==> src/rtl/ssd_scanner_if.sv <==
// rtl/ssd_scanner_if.sv - value load handshake between a probe core and the scanner
interface ssd_scanner_if #(
    parameter int NUM_DIGITS = 8
);
    logic [4*NUM_DIGITS-1:0] val_in;
    logic                    val_valid_in;
    logic                    val_ready_out;
    logic                    mode_in;
    logic                    blank_zeros_in;

    modport master (
        output val_in,
        output val_valid_in,
        output mode_in,
        output blank_zeros_in,
        input  val_ready_out
    );

    modport slave (
        input  val_in,
        input  val_valid_in,
        input  mode_in,
        input  blank_zeros_in,
        output val_ready_out
    );
endinterface

==> src/rtl/ssd_scanner.sv <==
// rtl/ssd_scanner.sv - multiplexed seven-segment scanner with hex/decimal rendering
module ssd_scanner #(
    parameter int NUM_DIGITS   = 8,
    parameter int DIGIT_PERIOD = 100000,
    parameter int BRIGHT_WIDTH = 4
) (
    input  logic                    clk_in,
    input  logic                    rst_n_in,
    ssd_scanner_if.slave            load_if,
    input  logic [NUM_DIGITS-1:0]   dp_in,
    input  logic [BRIGHT_WIDTH-1:0] brightness_in,
    output logic                    overflow_out,
    output logic [6:0]              cat_out,
    output logic                    dp_out,
    output logic [NUM_DIGITS-1:0]   an_out
);
    localparam int W     = 4 * NUM_DIGITS;
    localparam int CNT_W = (DIGIT_PERIOD > 1) ? $clog2(DIGIT_PERIOD) : 1;
    localparam int IDX_W = (NUM_DIGITS > 1) ? $clog2(NUM_DIGITS) : 1;
    localparam int BIT_W = $clog2(W + 1);
    localparam int PW    = CNT_W + BRIGHT_WIDTH + 2;

    typedef enum logic [1:0] {
        S_IDLE,
        S_SHIFT,
        S_COMMIT
    } state_t;

    state_t                  r_state;
    state_t                  w_next_state;
    logic                    w_ready;
    logic                    w_hs;

    logic [W-1:0]            r_shift;
    logic [W-1:0]            r_bcd;
    logic [W-1:0]            w_bcd_adj;
    logic                    r_ovf_sticky;
    logic [BIT_W-1:0]        r_bit_cnt;
    logic                    r_blank_pend;

    logic [W-1:0]            r_disp;
    logic                    r_dash;
    logic                    r_blank;
    logic                    r_ovf_out;

    logic [CNT_W-1:0]        r_scan_cnt;
    logic [IDX_W-1:0]        r_digit_idx;
    logic [3:0]              w_nib;
    logic                    w_dp_sel;
    logic                    w_upper_zero;
    logic                    w_blanked;
    logic [PW-1:0]           w_on_cycles;
    logic                    w_on;
    logic [6:0]              w_seg;
    logic [NUM_DIGITS-1:0]   w_an;

    logic [NUM_DIGITS-1:0]   r_an;
    logic [6:0]              r_cat;
    logic                    r_dp;

    function automatic logic [6:0] f_font(input logic [3:0] n);
        case (n)
            4'h0:    f_font = 7'b1000000;
            4'h1:    f_font = 7'b1111001;
            4'h2:    f_font = 7'b0100100;
            4'h3:    f_font = 7'b0110000;
            4'h4:    f_font = 7'b0011001;
            4'h5:    f_font = 7'b0010010;
            4'h6:    f_font = 7'b0000010;
            4'h7:    f_font = 7'b1111000;
            4'h8:    f_font = 7'b0000000;
            4'h9:    f_font = 7'b0010000;
            4'hA:    f_font = 7'b0001000;
            4'hB:    f_font = 7'b0000011;
            4'hC:    f_font = 7'b1000110;
            4'hD:    f_font = 7'b0100001;
            4'hE:    f_font = 7'b0000110;
            default: f_font = 7'b0001110;
        endcase
    endfunction

    assign w_ready               = (r_state == S_IDLE);
    assign w_hs                  = w_ready && load_if.val_valid_in;
    assign load_if.val_ready_out = w_ready;

    always_ff @(posedge clk_in or negedge rst_n_in) begin
        if (!rst_n_in) begin
            r_state <= S_IDLE;
        end else begin
            r_state <= w_next_state;
        end
    end

    always_comb begin
        w_next_state = r_state;
        case (r_state)
            S_IDLE:   if (w_hs && load_if.mode_in) w_next_state = S_SHIFT;
            S_SHIFT:  if (r_bit_cnt == BIT_W'(W - 1)) w_next_state = S_COMMIT;
            S_COMMIT: w_next_state = S_IDLE;
            default:  w_next_state = S_IDLE;
        endcase
    end

    // Double-dabble correction applied before each shift.
    always_comb begin
        w_bcd_adj = r_bcd;
        for (int i = 0; i < NUM_DIGITS; i++) begin
            if (r_bcd[i*4 +: 4] >= 4'd5) begin
                w_bcd_adj[i*4 +: 4] = r_bcd[i*4 +: 4] + 4'd3;
            end
        end
    end

    always_ff @(posedge clk_in or negedge rst_n_in) begin
        if (!rst_n_in) begin
            r_shift      <= '0;
            r_bcd        <= '0;
            r_ovf_sticky <= 1'b0;
            r_bit_cnt    <= '0;
            r_blank_pend <= 1'b0;
            r_disp       <= '0;
            r_dash       <= 1'b0;
            r_blank      <= 1'b0;
            r_ovf_out    <= 1'b0;
        end else begin
            case (r_state)
                S_IDLE: begin
                    if (w_hs && !load_if.mode_in) begin
                        r_disp    <= load_if.val_in;
                        r_dash    <= 1'b0;
                        r_blank   <= load_if.blank_zeros_in;
                        r_ovf_out <= 1'b0;
                    end else if (w_hs) begin
                        r_shift      <= load_if.val_in;
                        r_bcd        <= '0;
                        r_ovf_sticky <= 1'b0;
                        r_bit_cnt    <= '0;
                        r_blank_pend <= load_if.blank_zeros_in;
                    end
                end
                S_SHIFT: begin
                    r_bcd     <= {w_bcd_adj[W-2:0], r_shift[W-1]};
                    r_shift   <= {r_shift[W-2:0], 1'b0};
                    r_bit_cnt <= r_bit_cnt + BIT_W'(1);
                    if (w_bcd_adj[W-1]) r_ovf_sticky <= 1'b1;
                end
                S_COMMIT: begin
                    r_disp    <= r_bcd;
                    r_dash    <= r_ovf_sticky;
                    r_blank   <= r_blank_pend;
                    r_ovf_out <= r_ovf_sticky;
                end
                default: ;
            endcase
        end
    end

    always_ff @(posedge clk_in or negedge rst_n_in) begin
        if (!rst_n_in) begin
            r_scan_cnt  <= '0;
            r_digit_idx <= '0;
        end else if (r_scan_cnt == CNT_W'(DIGIT_PERIOD - 1)) begin
            r_scan_cnt  <= '0;
            r_digit_idx <= (r_digit_idx == IDX_W'(NUM_DIGITS - 1)) ? '0 : r_digit_idx + IDX_W'(1);
        end else begin
            r_scan_cnt <= r_scan_cnt + CNT_W'(1);
        end
    end

    // A digit is blanked when it and every digit above it are zero.
    always_comb begin
        w_nib        = 4'h0;
        w_dp_sel     = 1'b0;
        w_upper_zero = 1'b1;
        for (int i = 0; i < NUM_DIGITS; i++) begin
            if (r_digit_idx == IDX_W'(i)) begin
                w_nib    = r_disp[i*4 +: 4];
                w_dp_sel = dp_in[i];
            end
            if ((IDX_W'(i) >= r_digit_idx) && (r_disp[i*4 +: 4] != 4'h0)) begin
                w_upper_zero = 1'b0;
            end
        end
    end

    assign w_blanked   = r_blank && !r_dash && (r_digit_idx != '0) && w_upper_zero;
    assign w_on_cycles = ((PW'(brightness_in) + PW'(1)) * PW'(DIGIT_PERIOD)) >> BRIGHT_WIDTH;
    assign w_on        = (PW'(r_scan_cnt) < w_on_cycles) && !w_blanked;
    assign w_seg       = r_dash ? 7'b0111111 : f_font(w_nib);

    always_comb begin
        w_an = '1;
        for (int i = 0; i < NUM_DIGITS; i++) begin
            if (w_on && (r_digit_idx == IDX_W'(i))) w_an[i] = 1'b0;
        end
    end

    always_ff @(posedge clk_in or negedge rst_n_in) begin
        if (!rst_n_in) begin
            r_an  <= '1;
            r_cat <= 7'h7F;
            r_dp  <= 1'b1;
        end else begin
            r_an  <= w_an;
            r_cat <= w_on ? w_seg : 7'h7F;
            r_dp  <= w_on ? ~w_dp_sel : 1'b1;
        end
    end

    assign an_out       = r_an;
    assign cat_out      = r_cat;
    assign dp_out       = r_dp;
    assign overflow_out = r_ovf_out;
endmodule

==> src/flat_wrapper.sv <==
// flat-port wrapper written by rule: the top's interface ports become plain ports
module ssd_scanner_flat 
#(
    parameter int NUM_DIGITS   = 8,
    parameter int DIGIT_PERIOD = 100000,
    parameter int BRIGHT_WIDTH = 4
)
  (clk_in, rst_n_in, dp_in, brightness_in, overflow_out, cat_out, dp_out, an_out, load_if_val_in, load_if_val_valid_in, load_if_mode_in, load_if_blank_zeros_in, load_if_val_ready_out);
  ssd_scanner_if #(.NUM_DIGITS(NUM_DIGITS)) load_if_i ();
  input  logic clk_in;
  input  logic rst_n_in;
  input  logic [NUM_DIGITS-1:0] dp_in;
  input  logic [BRIGHT_WIDTH-1:0] brightness_in;
  output logic overflow_out;
  output logic [6:0] cat_out;
  output logic dp_out;
  output logic [NUM_DIGITS-1:0] an_out;
  input wire logic [$bits(load_if_i.val_in)-1:0] load_if_val_in;
  input wire logic [$bits(load_if_i.val_valid_in)-1:0] load_if_val_valid_in;
  input wire logic [$bits(load_if_i.mode_in)-1:0] load_if_mode_in;
  input wire logic [$bits(load_if_i.blank_zeros_in)-1:0] load_if_blank_zeros_in;
  output wire logic [$bits(load_if_i.val_ready_out)-1:0] load_if_val_ready_out;
  assign load_if_i.val_in = load_if_val_in;
  assign load_if_i.val_valid_in = load_if_val_valid_in;
  assign load_if_i.mode_in = load_if_mode_in;
  assign load_if_i.blank_zeros_in = load_if_blank_zeros_in;
  assign load_if_val_ready_out = load_if_i.val_ready_out;
  ssd_scanner #(.NUM_DIGITS(NUM_DIGITS), .DIGIT_PERIOD(DIGIT_PERIOD), .BRIGHT_WIDTH(BRIGHT_WIDTH)) u_core (.clk_in(clk_in), .rst_n_in(rst_n_in), .load_if(load_if_i), .dp_in(dp_in), .brightness_in(brightness_in), .overflow_out(overflow_out), .cat_out(cat_out), .dp_out(dp_out), .an_out(an_out));
endmodule
==> config.mk <==
export PLATFORM = sky130hd
export DESIGN_NAME = ssd_scanner_flat
export DESIGN_NICKNAME = d
export VERILOG_FILES = /design/src/rtl/ssd_scanner_if.sv /design/src/rtl/ssd_scanner.sv /design/src/flat_wrapper.sv
export SDC_FILE = /design/constraint.sdc
export NUM_CORES = 1
export LEC_CHECK = 0
export ABC_AREA = 1
export CAP_MARGIN = 15
export CORE_ASPECT_RATIO = 1.75
export CORE_MARGIN = 4
export CORE_UTILIZATION = 25
export DETAILED_ROUTE_END_ITERATION = 6
export DONT_BUFFER_PORTS = 1
export GPL_TIMING_DRIVEN = 0
export MAX_ROUTING_LAYER = met4
export PLACE_DENSITY = 0.42
export SLEW_MARGIN = 25
export SYNTH_ARGS = -nofsm -noshare
export SYNTH_HDL_FRONTEND = slang
export SYNTH_SLANG_ARGS = --single-unit
==> constraint.sdc <==
create_clock -name clk_in -period 2.9 [get_ports clk_in]
set_input_delay 0.58 -clock clk_in [delete_from_list [all_inputs] [get_ports clk_in]]
set_output_delay 0.58 -clock clk_in [all_outputs]
set_load 0.005 [all_outputs]
==> run_results.csv, run 1 <==
group,metric,value,unit
logic_synthesis,synth_top_family_by_area,"simple AND/OR/NAND/NOR gates",
clocking,clkSinkCount,144,
setup_path,start_kind,"input pin",
timing,fmax,263.4,MHz
finish,final_nets,1321,
timing,fin_hold_ws,-0.1681,ns
setup_path,reg2reg_slack,0.13,ns
grt,grt_max_degree,145,
clocking,clock_path_buffers,2,
timing,relSlewSlack,48.24,%
run,cap_violations,0,
floorplanning,start_util,25.42,%
timing,finalClockSkew,0.009861,ns
detailed_routing,first_pass_iters,5,
timing,drv_slew,0,
detailed_routing,wirelength,28150,um
status,violations,"hold timing, setup timing",
logic_synthesis,yosysWarnings,0,
floorplanning,die_area,39350,um^2
setup_path,crit_end,"u_core.cat_out[2]",
power_and_ir_drop,p_leak,4.923,nW
status,outcome,"finished, violations left",
setup_path,r2r-end,"u_core.cat_out[0]",
placement,numPortBuffers,0,
logic_synthesis,synth_xor_xnor_area_share,3.297,%
setup_path,crit_type,"in2reg",
setup_path,reg2reg_from,"u_core.r_digit_idx[0]",
floorplanning,pin_count,67,
setup_path,setup.worst_path.end_class,"flop",
floorplanning,fp.dieW,151.7,um
placement,post_dp_cell_area,9798,um^2
logic_synthesis,synthSimpleGateAreaFrac,19.73,%
logic_synthesis,synth_fp_nets,1295,
clocking,cts_buffers,17,
timing,fin_ws,-0.8962,ns
logic_synthesis,ys_ff_latch,144,
timing,period_share,130.9,%
grt,grt_use_total,15.32,%
finish,layout_common_cells,"263 x nand2_1, 161 x inv_1, 131 x o21ai_0",
detailed_routing,wl_per_cell,16.79,um
timing,setup_viol,16,
grt,grt_pass1_wl,44440,um
clocking,htree_levels,4,
grt,grt_pass1_vias,8192,
logic_synthesis,syn_area_per_cell,7.712,um^2
placement,place_hpwl,22370,um
logic_synthesis,yosysSeqAreaShare,40.12,%
setup_path,worstPathRequired,3.29,ns
finish,layout_commonest_cell,"nand2_1",
setup_path,r2r_cells,17,
placement,gp_congestion,0.8277,
power_and_ir_drop,ir_worst_vdd,464.4,uV
finish,drive_above_1_share,11.74,%
finish,fillers,3939,
grt,antenna_found_initial,2,
detailed_routing,drtAntennaViolNets,0,
finish,final_area,10680,um^2
grt,grt-ovfl-total,0,
floorplanning,dieHeight,259.4,um
logic_synthesis,ys_types,42,
timing,worstMarginPinSlew,0.7764,ns
clocking,clockRootBuffer,"clkbuf_16",
floorplanning,core-area,35520,um^2
timing,finalHoldViolations,129,
clocking,cts_tree,"yes",
timing,setup_tns,-14.09,ns
timing,rsz0062_at_grt,"true",
clocking,worstSkewPairLatency,0.45,ns
placement,dp_slack,-1.937,ns
finish,syn2layout_area_growth,18.26,%
power_and_ir_drop,power.density,872.5,nW/um^2
logic_synthesis,async_flop_share,100.0,%
setup_path,critPathArrivalTime,4.19,ns
logic_synthesis,synthCells,1171,
detailed_routing,vias_per_cell,4.621,
logic_synthesis,synth_compound_area_share,17.07,%
logic_synthesis,synthesis.area,9031,um^2
timing,period_minus_slack,3.796,ns
detailed_routing,drtIter0Drc,351,
detailed_routing,drc,0,
min_path,hold_class,"in2async",
clocking,clkSlewWorstSetupHoldPaths,0.06,ns
detailed_routing,num_vias,7749,
setup_path,startpoint,"brightness_in[1]",
floorplanning,fp-row-count,91,
setup_path,worstPathMaxFanout,6,
logic_synthesis,synthAdderAreaFrac,10.47,%
logic_synthesis,synth_edf_count,0,
logic_synthesis,synth_mux_area_share,0,%
logic_synthesis,ys.flop_type,"dfrtp_1",
-- cells in the mapped netlist, types with 2 or more instances --
master    instances  area share, %
clkinv_1          6           0.25
xor2_1           29            2.8
nand2_2           7           0.48
nand3_1          40            2.2
xnor2_1           5           0.48
inv_1           166            6.9
o21ai_1          17           0.94
nand2_1         272             11
o41ai_1           2           0.19
nor2_1           78            3.2
buf_2             9           0.50
dfrtp_1         128             35
inv_2            11           0.46
a21oi_1          34            1.9
o22ai_1          10           0.69
a21o_1            4           0.33
or2_2             2           0.14
o32ai_1          15            1.5
nor4_1            9           0.62
clkbuf_1         26            1.1
nand4_1           5           0.35
a31oi_1          10           0.69
nor3_1           10           0.55
a21boi_1          2           0.17
o21ai_0         133            7.4
nor2_2            5           0.35
ha_1             74             10
dfstp_2          16            4.7
nand3b_1          2           0.17
o211ai_1         32            2.7
-- worst min path at each step --
stage / to / from / cells past startpoint
2_1_floorplan: u_core.r_bcd[0] / rst_n_in / 0
3_3_place_gp: u_core.r_scan_cnt[15] / rst_n_in / 0
3_5_place_dp: u_core.r_disp[27] / rst_n_in / 0
4_1_cts: u_core.r_shift[14] / rst_n_in / 0
5_1_grt: u_core.r_bcd[31] / rst_n_in / 0
6_report: u_core.r_bcd[31] / rst_n_in / 0
-- layer usage --
layer / track usage, % / up-vias / wire, um
met2: 29.68 / 103 / 16570
met3: 2.690 / 41 / 834
met4: 6.272 / 0 / 895
met1: 14.49 / 3715 / 9855
li1: - / 3890 / -
met5: - / - / 0
-- power breakdown --
group / total [W] / switching [W] / internal, W
sequential: 0.00311 / 0.000367 / 0.00274
clock: 0.00232 / 0.000911 / 0.00141
combinational: 0.00389 / 0.00261 / 0.00128
-- final cells by class --
class / instances / area [um^2] / area share, %
clock buffer: 21 / 470.5 / 4.405
clock inverter: 11 / 136.4 / 1.277
multi-input combinational: 808 / 4955 / 46.39
inverter: 183 / 698.2 / 6.537
timing repair buffer: 7 / 56.30 / 0.5272
buffer: 36 / 153.9 / 1.441
tap: 465 / 581.8 / 5.448
sequential: 144 / 3623 / 33.93
antenna: 2 / 5.005 / 0.04686
-- flip-flops by register name, indices dropped and copies added, names as in the netlist --
| name | flops |
|---|---|
| u_core.r_bcd | 32 |
| u_core.r_disp | 32 |
| u_core.r_shift | 32 |
| u_core.r_scan_cnt | 17 |
| u_core.an_out | 8 |
| u_core.cat_out | 7 |
| u_core.r_bit_cnt | 6 |
| u_core.r_digit_idx | 3 |
| u_core.r_state | 2 |
| u_core.dp_out | 1 |
| u_core.r_blank | 1 |
| u_core.r_blank_pend | 1 |
| u_core.r_dash | 1 |
| u_core.r_ovf_sticky | 1 |
-- repair_timing --
action                                 in CTS  in global routing
setup buffers                               7                  0
endpoints found under the hold margin     144                133
pin swaps                                  23                 26
setup endpoints to repair                  16                 16
gates resized for setup                    28                 15
-- worst max-delay path, cell delays in order --
cell and delay (ns):
ha_4 0.16, xor2_4 0.28, ha_4 0.21, xnor2_4 0.07
ha_4 0.15, a21o_1 0.17, ha_4 0.22, ha_4 0.30
nand2_2 0.07, nor3_2 0.10, nand2_1 0.09, nand2_2 0.09
nand2_2 0.08, o21bai_4 0.16, a21boi_2 0.09, xor2_1 0.17
ha_1 0.29, inv_2 0.04, o31a_1 0.28, nand2_1 0.08
nand2_1 0.06, nand3_2 0.07, nand3_4 0.08, nand2_4 0.12
nor2_4 0.06, nand2_1 0.09
-- logic make-up (layout without fill, tap and decap cells) --
| kind of cell | Yosys count | count (layout) |
|---|---|---|
| other | 0 | 2 |
| adders and majority gates | 75 | 75 |
| AOI/OAI and AO/OA | 266 | 266 |
| DFF | 144 | 144 |
| and+or+nand+nor | 433 | 433 |
| xor gates and xnor gates | 34 | 34 |
| buffers and inverters | 219 | 258 |
-- per-stage QoR --
step	cells	power, W	utilization [%]
after floorplan	1171	0.005781	-
after global placement	1636	0.006967	27.58
after detailed placement	1636	0.007006	27.58
after CTS	1675	0.009456	29.88
after global routing	1677	0.01013	30.06
final	1677	0.009319	30.06
No activity file was read; power rests on OpenSTA's default activity.
==> run 2: changes to the inputs <==
CELL_PAD_IN_SITES_DETAIL_PLACEMENT = 0   (was not set)
CELL_PAD_IN_SITES_GLOBAL_PLACEMENT = 1   (was not set)
GPL_TIMING_DRIVEN = not set   (was 0)
PLACE_DENSITY = 0.51   (was 0.42)
SLEW_MARGIN = not set   (was 25)
==> run_results.csv, run 2 (synthesis results as in run 1) <==
group,metric,value,unit
status,outcome,"finished, violations left",
status,violations,"hold timing, setup timing",
clocking,clkSinkCount,144,
detailed_routing,drtIter0Drc,295,
floorplanning,die_area,39350,um^2
placement,gp_congestion,0.8002,
floorplanning,start_util,25.42,%
detailed_routing,wirelength,26620,um
setup_path,worstPathMaxFanout,9,
clocking,clock_path_buffers,2,
setup_path,crit_family,"adder cells",
setup_path,crit_type,"in2reg",
finish,final_nets,1336,
setup_path,setup.worst_path.end_class,"flop",
clocking,clockRootBuffer,"clkbuf_16",
detailed_routing,num_vias,7600,
power_and_ir_drop,ir_worst_vdd,690.8,uV
detailed_routing,vias_per_cell,4.497,
power_and_ir_drop,power,0.009388,W
grt,antenna_found_initial,0,
timing,setup_viol,16,
finish,final_area,10900,um^2
detailed_routing,drc,0,
grt,grt_pass1_vias,8048,
detailed_routing,drtAntennaViolNets,0,
detailed_routing,first_pass_iters,4,
timing,worstMarginPinSlew,0.5876,ns
finish,fillers,3880,
finish,syn2layout_area_growth,20.71,%
timing,fin_hold_ws,-0.1563,ns
placement,place_hpwl,20090,um
setup_path,worstPathRequired,3.27,ns
finish,layout_commonest_cell,"nand2_1",
setup_path,critPathSlowestCell,"ha_1",
timing,setup_tns,-13.37,ns
placement,numPortBuffers,0,
finish,top_regs,"u_core.r_bcd x32, u_core.r_disp x32, u_core.r_shift x32",
finish,regArea,3623,um^2
timing,finalHoldViolations,128,
detailed_routing,wl_per_cell,15.75,um
clocking,cts_buffers,17,
grt,grt_use_total,14.62,%
setup_path,path_common_cell,"nand2_1",
floorplanning,dieHeight,259.4,um
timing,fmax,266.2,MHz
clocking,clkSlewWorstSetupHoldPaths,0.07,ns
placement,post_dp_cell_area,10060,um^2
setup_path,cp.buffers_inverters,3,
setup_path,start_kind,"input pin",
floorplanning,fp-row-count,91,
min_path,hold_class,"in2async",
floorplanning,fp.dieW,151.7,um
timing,period_share,129.5,%
floorplanning,pin_count,67,
run,cap_violations,0,
clocking,htree_levels,4,
floorplanning,core-area,35520,um^2
grt,grt-ovfl-total,0,
timing,finalClockSkew,0.009765,ns
clocking,worstSkewPairLatency,0.44,ns
finish,n_antenna_cell,0,
timing,relSlewSlack,60.83,%
setup_path,critPathMaxStageDelay,0.31,ns
timing,rsz0062_at_grt,"true",
finish,multiInputGateArea,4896,um^2
grt,grt_max_degree,145,
finish,drive_above_1_share,14.29,%
clocking,cts_tree,"yes",
power_and_ir_drop,p_leak,5.124,nW
timing,period_minus_slack,3.756,ns
timing,drv_slew,0,
finish,layout_common_cells,"264 x nand2_1, 164 x inv_1, 131 x o21ai_0",
timing,fin_ws,-0.8561,ns
setup_path,critPathArrivalTime,4.13,ns
grt,grt_pass1_wl,43340,um
power_and_ir_drop,power.density,861.1,nW/um^2
## run 2: cell count changes in the layout (fill, tap and decap cells not counted), sizes merged
cell,previous run,this run
clkbuf,47,19
clkinvlp,2,1
buf,17,58
inv,176,179
clkinv,13,10
diode,2,0
bufinv,3,6
## run 2: where the power goes
group          total, W  switching (W)  internal [W]
Clock           0.00254       0.000920       0.00162
Sequential      0.00313       0.000385       0.00274
Combinational   0.00372        0.00240       0.00132
Total           0.00939        0.00371       0.00568
## run 2: layout make-up
type	instances	area share, %
Tap cell	465	5.337
Clock buffer	19	3.971
Clock inverter	13	2.135
Timing Repair Buffer	58	4.063
Sequential cell	144	33.24
Inverter	183	6.347
Multi-Input combinational cell	808	44.91
## run 2: timing repair
item,CTS,global route
endpoints found under the setup margin,16,16
buffers inserted,6,0
cloned,0,0
endpoints found under the hold margin,128,128
pin swaps,20,8
resized for setup,20,9
## run 2: final timing paths
check / start / endpoint / slack [ns] / cells past startpoint
worst max-delay path: brightness_in[0] / u_core.an_out[0] / -0.86 / 25
worst min-delay path: rst_n_in / u_core.r_shift[5] / -0.16 / 0
worst max register to register: u_core.r_digit_idx[1] / u_core.cat_out[0] / 0.18 / 17
worst min register to register: u_core.r_scan_cnt[0] / u_core.r_scan_cnt[0] / 0.48 / 1
max in group asynchronous: rst_n_in / u_core.r_bcd[14] / 2.67 / 0
min in group clk_in: load_if_blank_zeros_in / u_core.r_blank_pend / 0.26 / 2
## run 2: metrics by stage
stage          util (%)  cells  setup slack (ns)
5_1_grt           30.69   1690            -1.055
4_1_cts           30.56   1690           -0.8428
2_1_floorplan         -   1171            -1.140
6_report          30.69   1690           -0.8561
3_3_place_gp      28.31   1653            -1.432
3_5_place_dp      28.31   1653            -1.480
## run 2: metal layers
metal / global-route usage [%] / up-vias / wire length (um)
met3: 3.546 / 26 / 953
met1: 14.80 / 3567 / 10200
met2: 27.26 / 91 / 14990
li1: - / 3916 / -
met5: - / - / 0
met4: 4.473 / 0 / 478
